--- src/rtl/memory_write_buffer_if.sv ---
// Core-side load/store handshake bundle for memory_write_buffer.
// The master is the load/store stage. The slave is the buffer.
interface memory_write_buffer_if #(
    parameter int unsigned ADDR_WIDTH = 32,
    parameter int unsigned DATA_WIDTH = 32
);
    logic                  wr_valid;
    logic                  wr_ready;
    logic [ADDR_WIDTH-1:0] wr_addr;
    logic [DATA_WIDTH-1:0] wr_data;
    logic                  rd_valid;
    logic                  rd_ready;
    logic [ADDR_WIDTH-1:0] rd_addr;
    logic [DATA_WIDTH-1:0] rd_data;
    logic                  rd_data_valid;
    logic                  empty;

    modport master (
        output wr_valid, wr_addr, wr_data, rd_valid, rd_addr,
        input  wr_ready, rd_ready, rd_data, rd_data_valid, empty
    );

    modport slave (
        input  wr_valid, wr_addr, wr_data, rd_valid, rd_addr,
        output wr_ready, rd_ready, rd_data, rd_data_valid, empty
    );
endinterface

--- src/rtl/memory_write_buffer.sv ---
// Store buffer in front of a single-port RAM. Writes are queued and drained when the port is
// free. Reads share the port and forward the youngest buffered data for their address.
module memory_write_buffer #(
    parameter int unsigned DEPTH      = 4,
    parameter int unsigned ADDR_WIDTH = 32,
    parameter int unsigned DATA_WIDTH = 32
) (
    input  logic                  clk,
    input  logic                  rst,
    memory_write_buffer_if.slave  core,
    output logic [ADDR_WIDTH-1:0] mem_a,
    output logic [DATA_WIDTH-1:0] mem_din,
    output logic                  mem_rw,
    input  logic [DATA_WIDTH-1:0] mem_dout
);
    localparam int unsigned PTR_W = $clog2(DEPTH);

    logic [ADDR_WIDTH-1:0] addr_q [DEPTH];
    logic [DATA_WIDTH-1:0] data_q [DEPTH];
    logic [PTR_W-1:0]      head_q, tail_q;
    logic [PTR_W:0]        count_q;

    logic                  rd_valid_q, hit_q;
    logic [DATA_WIDTH-1:0] fwd_q;

    logic                  full, push, drain, rd_accept;
    logic                  hit_d;
    logic [DATA_WIDTH-1:0] fwd_d;
    logic [PTR_W-1:0]      idx;

    assign full = (count_q == (PTR_W+1)'(DEPTH));

    always_comb begin
        rd_accept = core.rd_valid && !full && !rst;
        // A full buffer always wins the port so reads cannot starve the drain.
        drain     = !rst && (full || (!core.rd_valid && count_q != '0));
        push      = core.wr_valid && !full;
        mem_rw    = drain;
        mem_a     = '0;
        mem_din   = '0;
        if (drain) begin
            mem_a   = addr_q[head_q];
            mem_din = data_q[head_q];
        end else if (rd_accept) begin
            mem_a = core.rd_addr;
        end
    end

    // Scan oldest to youngest so the last match, the youngest write, wins.
    always_comb begin
        hit_d = 1'b0;
        fwd_d = '0;
        idx   = '0;
        for (int unsigned k = 0; k < DEPTH; k++) begin
            idx = head_q + PTR_W'(k);
            if (((PTR_W+1)'(k) < count_q) && (addr_q[idx] == core.rd_addr)) begin
                hit_d = 1'b1;
                fwd_d = data_q[idx];
            end
        end
    end

    always_ff @(posedge clk) begin
        if (rst) begin
            head_q     <= '0;
            tail_q     <= '0;
            count_q    <= '0;
            rd_valid_q <= 1'b0;
            hit_q      <= 1'b0;
            fwd_q      <= '0;
        end else begin
            if (push) begin
                addr_q[tail_q] <= core.wr_addr;
                data_q[tail_q] <= core.wr_data;
                tail_q         <= tail_q + 1'b1;
            end
            if (drain) begin
                head_q <= head_q + 1'b1;
            end
            case ({push, drain})
                2'b10:   count_q <= count_q + 1'b1;
                2'b01:   count_q <= count_q - 1'b1;
                default: count_q <= count_q;
            endcase
            rd_valid_q <= rd_accept;
            hit_q      <= hit_d;
            fwd_q      <= fwd_d;
        end
    end

    assign core.wr_ready      = !full;
    assign core.rd_ready      = !full && !rst;
    assign core.empty         = (count_q == '0);
    assign core.rd_data_valid = rd_valid_q;
    assign core.rd_data       = !rd_valid_q ? '0 : (hit_q ? fwd_q : mem_dout);
endmodule
--- src/flat_wrapper.sv ---
// flat-port wrapper written by rule: the top's interface ports become plain ports
module memory_write_buffer_flat 
#(
    parameter int unsigned DEPTH      = 4,
    parameter int unsigned ADDR_WIDTH = 32,
    parameter int unsigned DATA_WIDTH = 32
)
  (clk, rst, mem_a, mem_din, mem_rw, mem_dout, core_wr_valid, core_wr_addr, core_wr_data, core_rd_valid, core_rd_addr, core_wr_ready, core_rd_ready, core_rd_data, core_rd_data_valid, core_empty);
  memory_write_buffer_if #(.ADDR_WIDTH(ADDR_WIDTH), .DATA_WIDTH(DATA_WIDTH)) core_i ();
  input  logic clk;
  input  logic rst;
  output logic [ADDR_WIDTH-1:0] mem_a;
  output logic [DATA_WIDTH-1:0] mem_din;
  output logic mem_rw;
  input  logic [DATA_WIDTH-1:0] mem_dout;
  input wire logic [$bits(core_i.wr_valid)-1:0] core_wr_valid;
  input wire logic [$bits(core_i.wr_addr)-1:0] core_wr_addr;
  input wire logic [$bits(core_i.wr_data)-1:0] core_wr_data;
  input wire logic [$bits(core_i.rd_valid)-1:0] core_rd_valid;
  input wire logic [$bits(core_i.rd_addr)-1:0] core_rd_addr;
  output wire logic [$bits(core_i.wr_ready)-1:0] core_wr_ready;
  output wire logic [$bits(core_i.rd_ready)-1:0] core_rd_ready;
  output wire logic [$bits(core_i.rd_data)-1:0] core_rd_data;
  output wire logic [$bits(core_i.rd_data_valid)-1:0] core_rd_data_valid;
  output wire logic [$bits(core_i.empty)-1:0] core_empty;
  assign core_i.wr_valid = core_wr_valid;
  assign core_i.wr_addr = core_wr_addr;
  assign core_i.wr_data = core_wr_data;
  assign core_i.rd_valid = core_rd_valid;
  assign core_i.rd_addr = core_rd_addr;
  assign core_wr_ready = core_i.wr_ready;
  assign core_rd_ready = core_i.rd_ready;
  assign core_rd_data = core_i.rd_data;
  assign core_rd_data_valid = core_i.rd_data_valid;
  assign core_empty = core_i.empty;
  memory_write_buffer #(.DEPTH(DEPTH), .ADDR_WIDTH(ADDR_WIDTH), .DATA_WIDTH(DATA_WIDTH)) u_core (.clk(clk), .rst(rst), .core(core_i), .mem_a(mem_a), .mem_din(mem_din), .mem_rw(mem_rw), .mem_dout(mem_dout));
endmodule
--- config.mk ---
export PLATFORM = sky130hd
export DESIGN_NAME = memory_write_buffer_flat
export DESIGN_NICKNAME = d
export VERILOG_FILES = /design/src/rtl/memory_write_buffer_if.sv /design/src/rtl/memory_write_buffer.sv /design/src/flat_wrapper.sv
export SDC_FILE = /design/constraint.sdc
export NUM_CORES = 1
export LEC_CHECK = 0
export ABC_AREA = 0
export CAP_MARGIN = 20
export CORE_MARGIN = 1
export CORE_UTILIZATION = 45
export CTS_CLUSTER_DIAMETER = 30
export DETAILED_ROUTE_END_ITERATION = 8
export HOLD_SLACK_MARGIN = 0.1
export PLACE_DENSITY = 0.63
export SLEW_MARGIN = 10
export SYNTH_ARGS = -nofsm -noshare
export SYNTH_HDL_FRONTEND = slang
export SYNTH_SLANG_ARGS = --single-unit
--- constraint.sdc ---
create_clock -name clk -period 7.29 [get_ports clk]
set_input_delay 1.8225 -clock clk [delete_from_list [all_inputs] [get_ports clk]]
set_output_delay 1.8225 -clock clk [all_outputs]
set_load 0.1 [all_outputs]
==> out/metrics.yaml <==
status: "finished, final reports clean"
start_util: 0.457
via_count: 15300
htree_levels: 3
yosysUniqueCellTypes: 64
syn_area_um2: 20200
synth_edf_count: 256
report.final.setup_viol: 0
fin_tns_setup_ns: 0
drt_iter0_drc: 1130
grt_max_degree: 67
hold_buffers: 0
routed_wl_um: 64400
drv_slew: 0
synth_nets: 1751
clock_latency_ns: 0.60
post_dp_cell_area_um2: 23200
syn_inst: 1609
fin_worst_skew_ns: 0.0276
cts_buffer_depth: 3
ys_seq_elements: 299
hold_viol_final: 0
rows: 77
cts_buffers: 69
cts_tree: "built"
cp-end-kind: "output pin"
fp.dieH_um: 214
yosysTopAreaCell: "edfxtp_1"
start_kind: "input pin"
grt_usage: 0.284
dieArea_um2: 45700
port_buffers: 232
max_freq_mhz: 169
routedWlPerCell_um: 26.5
tightest_slew_ns: 1.10
relSlewSlack: 0.269
final_util: 0.579
firstDrtPassIters: 5
rsz0062_at_grt: "no"
clkTransAtPathRegs_ns: 0.04
vias_per_cell: 6.29
drv_cap: 0
crit_fanout: 34
yosysWarnings: 0
worstSetupPathType: "in2out"
synth_ff_type: "edfxtp_1"
drc: 0
grt_pass1_wl_um: 95900
area_growth_pct: 26.8
fill_cells: 3532
routabilityCongestion: 0.972
yosysTopAreaCellShare: 0.381
clock_sinks: 299
critPathRequiredTime_ns: 5.47
gr-total-overflow: 0
postCtsResizedCells: 0
core_area_um2: 44200
place_inst: 2299
ff_latch_area_um2: 8560
finalInstanceArea_um2: 25600
syn_avg_cell_area_um2: 12.5
io_pins: 233
stdcell_count: 2431
yosysSeqAreaShare: 0.423
vdd_drop_max_mv: 0.200
layout.nets: 1920
postRouteAntennaNets: 0
clock-root-buffer: "clkbuf_16"
antenna_found_initial: 4
die_w_um: 214
worstPathArrival_ns: 4.11
drive_gt1_frac: 0.239
grt_pass1_vias: 15200
power_density_nw_per_um2: 285
hold_path.class: "reg2reg"
postCtsSetupBuffers: 0
cellLeakagePower_nw: 7.93
async_reset_ff_frac: 0
hpwl_um: 43500
multi_input_area_um2: 10800
period_minus_slack_ns: 5.93
min_period_over_period: 0.814
ys_top_cells_by_area: "edfxtp_1 (38%), mux4_2 (18%), mux2i_1 (9.8%)"
cell usage in the layout, fill, tap and decap left out, types with 13 or more instances in the layout:
master             n
a211oi_1          53
a211oi_2          17
a21oi_1           27
and2_1            35
buf_12            48
buf_4             50
clkbuf_16         69
clkdlybuf4s50_1  166
clkinvlp_4        13
dfxtp_1           38
edfxtp_1         256
inv_1             18
mux2_2            26
mux2i_1          198
mux4_2           161
nand2_1           82
nand3_1           36
nand4_1           43
nor2_1            38
nor2b_1           75
nor3b_1           32
nor4_1            42
o21ai_0           42
o22ai_1           16
xnor2_1           67
xor2_1            31
synthesized netlist by cell type (31+ instances only):
cell,n
xnor2_1,67
nor3b_1,32
nand3_1,36
mux2i_1,198
nand4_1,43
o21ai_0,42
edfxtp_1,256
and2_1,35
mux4_2,161
xor2_1,31
nor2_1,38
clkbuf_1,83
dfxtp_1,43
nor2b_1,75
buf_2,32
nor4_1,42
nand2_1,82
a211oi_1,53
path summary, 6_finish.rpt:
path	start	end	slack, ns	cells after the start
max	core_rd_valid	mem_din[29]	1.36	7
min	u_core.count_q[1]	u_core.count_q[1]	0.58	2
max reg2reg	u_core.head_q[0]	u_core.fwd_q[29]	2.01	10
min reg2reg	u_core.count_q[1]	u_core.count_q[1]	0.58	2
registers in the layout, summed over array words and instances, names as in the netlist, named ones only:
signal and cells:
u_core.addr_q 128, u_core.core.rd_data_valid 1, u_core.data_q 128, u_core.tail_q 2
u_core.hit_q 1, u_core.count_q 3, u_core.head_q 2, u_core.fwd_q 32
critical path, stage by stage:
cell and delay, ns:
clkdlybuf4s50_1 0.42, o21ai_0 0.28, nand2b_2 0.10, inv_1 0.58, buf_4 0.44, and2_1 0.24, buf_12 0.18
logic make-up (layout without fill, tap and decap cells):
group | count (synthesis) | in the layout | synth area share
mux | 385 | 385 | 0.292
other cells | 0 | 5 | 0
xor+xnor | 98 | 98 | 0.0425
compound gates | 217 | 217 | 0.0783
simple gates | 414 | 414 | 0.115
fa+ha+maj | 10 | 10 | 0.00620
flops | 299 | 299 | 0.423
buf+inv | 186 | 411 | 0.0425
through the flow:
stage               hold WS, ns  total power, mW  setup WS, ns
floorplan                 0.521             3.55         0.435
global placement          0.558             4.17          1.32
detailed placement        0.566             4.18          1.34
CTS                       0.573             7.33          1.35
global route              0.616             7.54          1.26
finish                    0.576             7.30          1.36
where the power goes:
part	switching, mW	internal [mW]	total (mW)
Clock	1.05	2.09	3.14
Sequential	0.145	1.93	2.08
Combinational	1.24	0.838	2.08
area by class of cell:
cell class / count / share of cell area
Clock inverter: 50 / 0.0252
Inverter: 19 / 0.00279
Tap cell: 592 / 0.0289
Antenna cell: 5 / 0.000489
Sequential cell: 299 / 0.335
Clock buffer: 77 / 0.0686
Timing Repair Buffer: 265 / 0.117
Multi-Input combinational cell: 1124 / 0.422
routing by layer:
| layer | vias up | wire [um] | global-route usage |
|---|---|---|---|
| li1 | 6707 | - | - |
| met3 | 132 | 4660 | 0.0507 |
| met5 | - | 10 | 0 |
| met4 | 2 | 2320 | 0.116 |
| met1 | 7768 | 25800 | 0.363 |
| met2 | 674 | 31600 | 0.477 |
Note: power is estimated with default switching activity, not from simulation.
